`config.mk`:
```
export PLATFORM = sky130hd
export DESIGN_NAME = dmem_arbiter
export DESIGN_NICKNAME = d
export VERILOG_FILES = /design/src/rtl/dmem_arbiter.sv
export SDC_FILE = /design/constraint.sdc
export NUM_CORES = 1
export LEC_CHECK = 0
export CELL_PAD_IN_SITES_DETAIL_PLACEMENT = 2
export CELL_PAD_IN_SITES_GLOBAL_PLACEMENT = 2
export CORE_UTILIZATION = 27
export CTS_BUF_LIST = sky130_fd_sc_hd__clkbuf_8
export CTS_CLUSTER_DIAMETER = 100
export CTS_CLUSTER_SIZE = 40
export DETAILED_ROUTE_END_ITERATION = 6
export GPL_ROUTABILITY_DRIVEN = 0
export GPL_TIMING_DRIVEN = 1
export MAX_ROUTING_LAYER = met4
export PLACE_DENSITY_LB_ADDON = 0.1
export SYNTH_ARGS = -nofsm -noshare
export SYNTH_HDL_FRONTEND = slang
export SYNTH_SLANG_ARGS = --single-unit
```
`constraint.sdc`:
```
create_clock -name clock -period 3.3 [get_ports clock]
set_input_delay 0.99 -clock clock [delete_from_list [all_inputs] [get_ports clock]]
set_output_delay 0.99 -clock clock [all_outputs]
set_load 0.005 [all_outputs]
```
`src/rtl/dmem_arbiter.sv`:
```
// dmem_arbiter: shares a single-port data memory between port A (core MEM
// stage) and port B (loader / debug). One outstanding access at a time,
// fixed memory latency MEM_LAT, registered outputs only.
// Build option: define DMEM_ARB_RR_EN for round-robin tie breaking;
// otherwise port A has fixed priority on ties.
module dmem_arbiter #(
  parameter int unsigned ADDR_W  = 12,
  parameter int unsigned MEM_LAT = 1
) (
  input  logic              clock,
  input  logic              reset,
  input  logic              a_req,
  input  logic              a_we,
  input  logic [ADDR_W-1:0] a_addr,
  input  logic [31:0]       a_wdata,
  input  logic [3:0]        a_be,
  input  logic              b_req,
  input  logic              b_we,
  input  logic [ADDR_W-1:0] b_addr,
  input  logic [31:0]       b_wdata,
  input  logic [3:0]        b_be,
  output logic              a_gnt,
  output logic              b_gnt,
  output logic              a_rvalid,
  output logic              b_rvalid,
  output logic              a_err,
  output logic              b_err,
  output logic [31:0]       rdata,
  output logic              m_req,
  output logic              m_we,
  output logic [ADDR_W-1:0] m_addr,
  output logic [31:0]       m_wdata,
  output logic [3:0]        m_be,
  input  logic [31:0]       m_rdata
);

  localparam int unsigned LAT_W = (MEM_LAT > 1) ? $clog2(MEM_LAT) : 1;

  typedef enum logic [1:0] {S_IDLE, S_ISSUE, S_WAIT, S_RESP} state_t;

  state_t             state;
  logic [LAT_W-1:0]   lat_cnt;
  logic               cur_b;
  logic               cur_we;
`ifdef DMEM_ARB_RR_EN
  logic               last_grant;
`endif

  logic               pick_b;
  logic               sel_we;
  logic [ADDR_W-1:0]  sel_addr;
  logic [31:0]        sel_wdata;
  logic [3:0]         sel_be;
  logic               sel_ok;

  // Legal size/offset combinations for an access.
  function automatic logic is_aligned(input logic we, input logic [1:0] lo,
                                      input logic [3:0] be);
    logic ok;
    ok = 1'b0;
    if (!we) begin
      ok = (lo == 2'b00);
    end else begin
      unique case (be)
        4'b1111:                         ok = (lo == 2'b00);
        4'b0011, 4'b1100:                ok = !lo[0];
        4'b0001, 4'b0010, 4'b0100, 4'b1000: ok = 1'b1;
        default:                         ok = 1'b0;
      endcase
    end
    return ok;
  endfunction

  // Winner selection and mux of the winner's request fields.
  always_comb begin
`ifdef DMEM_ARB_RR_EN
    pick_b = b_req && (!a_req || !last_grant);
`else
    pick_b = b_req && !a_req;
`endif
    sel_we    = pick_b ? b_we    : a_we;
    sel_addr  = pick_b ? b_addr  : a_addr;
    sel_wdata = pick_b ? b_wdata : a_wdata;
    sel_be    = pick_b ? b_be    : a_be;
    sel_ok    = is_aligned(sel_we, sel_addr[1:0], sel_be);
  end

  // Transaction FSM; strobes are set on entry to the state that owns them.
  always_ff @(posedge clock or negedge reset) begin
    if (!reset) begin
      state    <= S_IDLE;
      lat_cnt  <= '0;
      cur_b    <= 1'b0;
      cur_we   <= 1'b0;
      a_gnt    <= 1'b0;
      b_gnt    <= 1'b0;
      a_rvalid <= 1'b0;
      b_rvalid <= 1'b0;
      a_err    <= 1'b0;
      b_err    <= 1'b0;
      rdata    <= '0;
      m_req    <= 1'b0;
      m_we     <= 1'b0;
      m_addr   <= '0;
      m_wdata  <= '0;
      m_be     <= '0;
`ifdef DMEM_ARB_RR_EN
      last_grant <= 1'b1;
`endif
    end else begin
      a_gnt    <= 1'b0;
      b_gnt    <= 1'b0;
      a_rvalid <= 1'b0;
      b_rvalid <= 1'b0;
      a_err    <= 1'b0;
      b_err    <= 1'b0;
      m_req    <= 1'b0;
      m_we     <= 1'b0;
      unique case (state)
        S_IDLE: begin
          if (a_req || b_req) begin
            cur_b  <= pick_b;
            cur_we <= sel_we;
            a_gnt  <= !pick_b;
            b_gnt  <= pick_b;
`ifdef DMEM_ARB_RR_EN
            last_grant <= pick_b;
`endif
            if (sel_ok) begin
              m_req   <= 1'b1;
              m_we    <= sel_we;
              m_addr  <= {sel_addr[ADDR_W-1:2], 2'b00};
              m_wdata <= sel_wdata;
              m_be    <= sel_be;
              state   <= S_ISSUE;
            end else begin
              // Misaligned: answer immediately, memory is never touched.
              a_rvalid <= !pick_b;
              b_rvalid <= pick_b;
              a_err    <= !pick_b;
              b_err    <= pick_b;
              rdata    <= '0;
              state    <= S_RESP;
            end
          end
        end
        S_ISSUE: begin
          lat_cnt <= LAT_W'(MEM_LAT - 1);
          state   <= S_WAIT;
        end
        S_WAIT: begin
          if (lat_cnt == '0) begin
            rdata    <= cur_we ? 32'd0 : m_rdata;
            a_rvalid <= !cur_b;
            b_rvalid <= cur_b;
            state    <= S_RESP;
          end else begin
            lat_cnt <= lat_cnt - LAT_W'(1);
          end
        end
        S_RESP: state <= S_IDLE;
        default: state <= S_IDLE;
      endcase
    end
  end

endmodule

```
==> flow_metrics.tcl <==
set metrics [dict create \
    status "completed" \
    clock_latency_ns 0.36 \
    synth_area_sq_um 4360 \
    grt_pass1_wl_mm 21.5 \
    power_frac_comb 0.472 \
    globalRouteOverflowTotal 0 \
    area_growth_pct 64.3 \
    firstDrtPassIters 4 \
    synth.yosys.seq_area_share 0.517 \
    min_period_ns 3.20 \
    core_sq_um 15800 \
    cts_resized 0 \
    fmax_mhz 313 \
    io_pins 222 \
    dieArea_sq_um 16700 \
    finalClockSkew_ns 0.00803 \
    setup_slack_ns 0.105 \
    relSlewSlack 0.617 \
    grt_max_degree 51 \
    globalRouteMet3Util 0.0537 \
    max_slew.worst_pin.slew_ns 0.574 \
    pwr-share-seq 0.360 \
    switchingPower_mw 1.53 \
    ys_ff_latch 90 \
    cts_tree "done" \
    busiest_layer "met2" \
    max-cap-violations 0 \
    sw_frac_of_total 0.309 \
    met1_usage 0.194 \
    synth_mux_area_frac 0.331 \
    clock-sinks 90 \
    synth_xor_area_frac 0.00402 \
    antenna_found_initial 0 \
    finalHoldViolCount 0 \
    cp_data_arrival_time_ns 3.44 \
    slew_violations 0 \
    viasPerCell 4.37 \
    post_cts_buffers 0 \
    synth_compound_area_frac 0.0244 \
    ys_types 27 \
    finalNetCount 726 \
    power.density_cell_area_nw_per_um2 694 \
    drive_above_1_share 0.156 \
    pwr-share-clk 0.168 \
    port_buffers 219 \
    power_leakage_nw 3.12 \
    clk_pin_slew_ns 0.08 \
    p_total_mw 4.97 \
    die_y_microns 129 \
    path_class "in -> reg" \
    endpoint_kind "flip-flop" \
    drtIter0Drc 56 \
    drc 0 \
    rsz0062_at_grt "no" \
    finalCritPeriodShare 0.968 \
    htreeDepth 3 \
    root_buffer "clkbuf_8" \
    synth_top_family_by_area "multiplexers" \
    yosys_warnings 0 \
    critical_path_required_ns 3.54 \
    rows 46 \
    track_usage 0.177 \
    p_int_mw 3.44 \
    die_x_microns 129 \
    cts-buffers-inserted 9 \
    n_antenna_cell 0 \
    place_ws_ns -0.391 \
    synthSimpleGateAreaFrac 0.0563 \
    setup_viol 0 \
    crit_fanout 30 \
    cts_hold_buffers 0 \
    avgSynthCellArea_sq_um 12.2 \
    start_kind "input pin" \
    grt_pass1_vias 3899 \
    wire_per_inst_microns 16.9 \
    peakVddDrop_mv 0.299 \
    num_vias 3542 \
    final_antenna_net_count 0 \
    synthAdderAreaFrac 0.00574 \
    drt-total-wl_mm 13.7 \
    hold_class "reg -> reg" \
    start_util 0.275 \
    syn_inst 357 \
    clk_path_buf_depth 2 \
    dp.final_hpwl_mm 10.9 \
    use_met2 0.304 \
]
==> power by group through the flow <==
stage               Combinational (mW)  Clock, mW  Sequential [mW]
floorplan                        0.936          0             1.82
global placement                  2.31          0             1.78
detailed placement                2.41          0             1.82
CTS                               2.41      0.885             1.80
global route                      2.57      0.920             1.86
finish                            2.35      0.835             1.79
==> worst max-delay path, stage by stage <==
cell and delay [ns]:
clkdlybuf4s50_1 0.50, nand2b_4 0.19, mux2_2 0.40, mux2i_1 0.20, nand2_1 0.14, a311oi_4 0.39, buf_12 0.25, mux2_1 0.36
==> layer usage <==
| layer | up-vias | part of all wire |
|---|---|---|
| met2 | 137 | 0.51 |
| met4 | 0 | 0.014 |
| met3 | 13 | 0.088 |
| li1 | 1658 | - |
| met5 | - | 0 |
| met1 | 1734 | 0.39 |
==> area by class of cell <==
| cell class | count | area (sq um) |
|---|---|---|
| flip-flops and latches | 90 | 2250 |
| inverters | 37 | 139 |
| repair buffers | 241 | 2400 |
| fillers | 1639 | 8670 |
| multi-input cells | 211 | 1880 |
| well taps | 216 | 270 |
| clock buffers | 10 | 138 |
| clock inverters | 6 | 81.3 |
==> sequential cells by signal, summed over array words and instances, names as in the netlist <==
signal	flops
m_req	1
b_rvalid	1
cur_b	1
a_err	1
a_gnt	1
m_wdata	32
m_addr	10
a_rvalid	1
state	2
b_gnt	1
rdata	32
cur_we	1
m_be	4
b_err	1
m_we	1
==> cell families after synthesis <==
kind of cell             after synthesis
adder cells (fa/ha/maj)                2
buffers and inverters                 57
XOR/XNOR                               2
AND/OR/NAND/NOR                       58
AO/OA/AOI/OAI                         15
flip-flops                            90
multiplexers                         132
other                                  1
==> cell usage in the layout (no fill, tap or decap), types with 4 or more instances in the layout <==
cell type          n
buf_12             4
buf_4             19
clkbuf_8          10
clkdlybuf4s50_1  218
dfrtp_1           90
inv_1             38
mux2_1            46
mux2_2            47
mux2i_1           38
nand2_1           40
nor2_1            10
==> path summary, 6_finish.rpt <==
| check | start | to | slack (ns) | cells past startpoint |
|---|---|---|---|---|
| hold / removal | m_addr[10]$_DFFE_PN0P_ | m_addr[10]$_DFFE_PN0P_ | 0.49 | 1 |
| setup reg to reg | state[1]$_DFFE_PN0P_ | m_wdata[3]$_DFFE_PN0P_ | 0.93 | 7 |
| max in group asynchronous | reset | m_wdata[24]$_DFFE_PN0P_ | 1.98 | 2 |
| hold reg to reg | m_addr[10]$_DFFE_PN0P_ | m_addr[10]$_DFFE_PN0P_ | 0.49 | 1 |
| min in group asynchronous | reset | m_wdata[29]$_DFFE_PN0P_ | 0.61 | 1 |
| setup / recovery | a_req | m_wdata[3]$_DFFE_PN0P_ | 0.10 | 8 |
==> Yosys cell counts <==
master,number,area share
o21ai_0,2,0.0023
o22ai_1,3,0.0043
a311oi_2,2,0.0069
and4b_1,1,0.0023
mux2i_1,38,0.087
nand2b_1,2,0.0029
clkbuf_1,8,0.0069
nor4_2,1,0.0029
nand3b_1,1,0.0017
xor2_1,2,0.0040
a31o_2,1,0.0020
nand2_1,40,0.034
buf_4,7,0.012
nor3_1,1,0.0011
mux2_1,46,0.12
and2_1,1,0.0014
conb_1,1,0.00086
mux2_4,1,0.0034
nor2_1,11,0.0095
a31oi_1,3,0.0043
mux2_2,47,0.12
buf_6,3,0.0078
dfrtp_1,90,0.52
a21oi_1,4,0.0046
ha_1,2,0.0057
inv_1,37,0.032
buf_2,2,0.0023
==> through the flow <==
| stage | hold slack [ns] | instances | instance area, sq um | setup TNS, ns | util |
|---|---|---|---|---|---|
| floorplan | 0.447 | 358 | 4360 | 0 | - |
| global placement | 0.466 | 795 | 6940 | -12.45 | 0.438 |
| detailed placement | 0.478 | 795 | 6940 | -23.10 | 0.438 |
| CTS | 0.499 | 811 | 7160 | 0 | 0.452 |
| global route | 0.515 | 811 | 7160 | 0 | 0.452 |
| finish | 0.490 | 811 | 7160 | 0 | 0.452 |
Power figures use the tool's default switching activity.
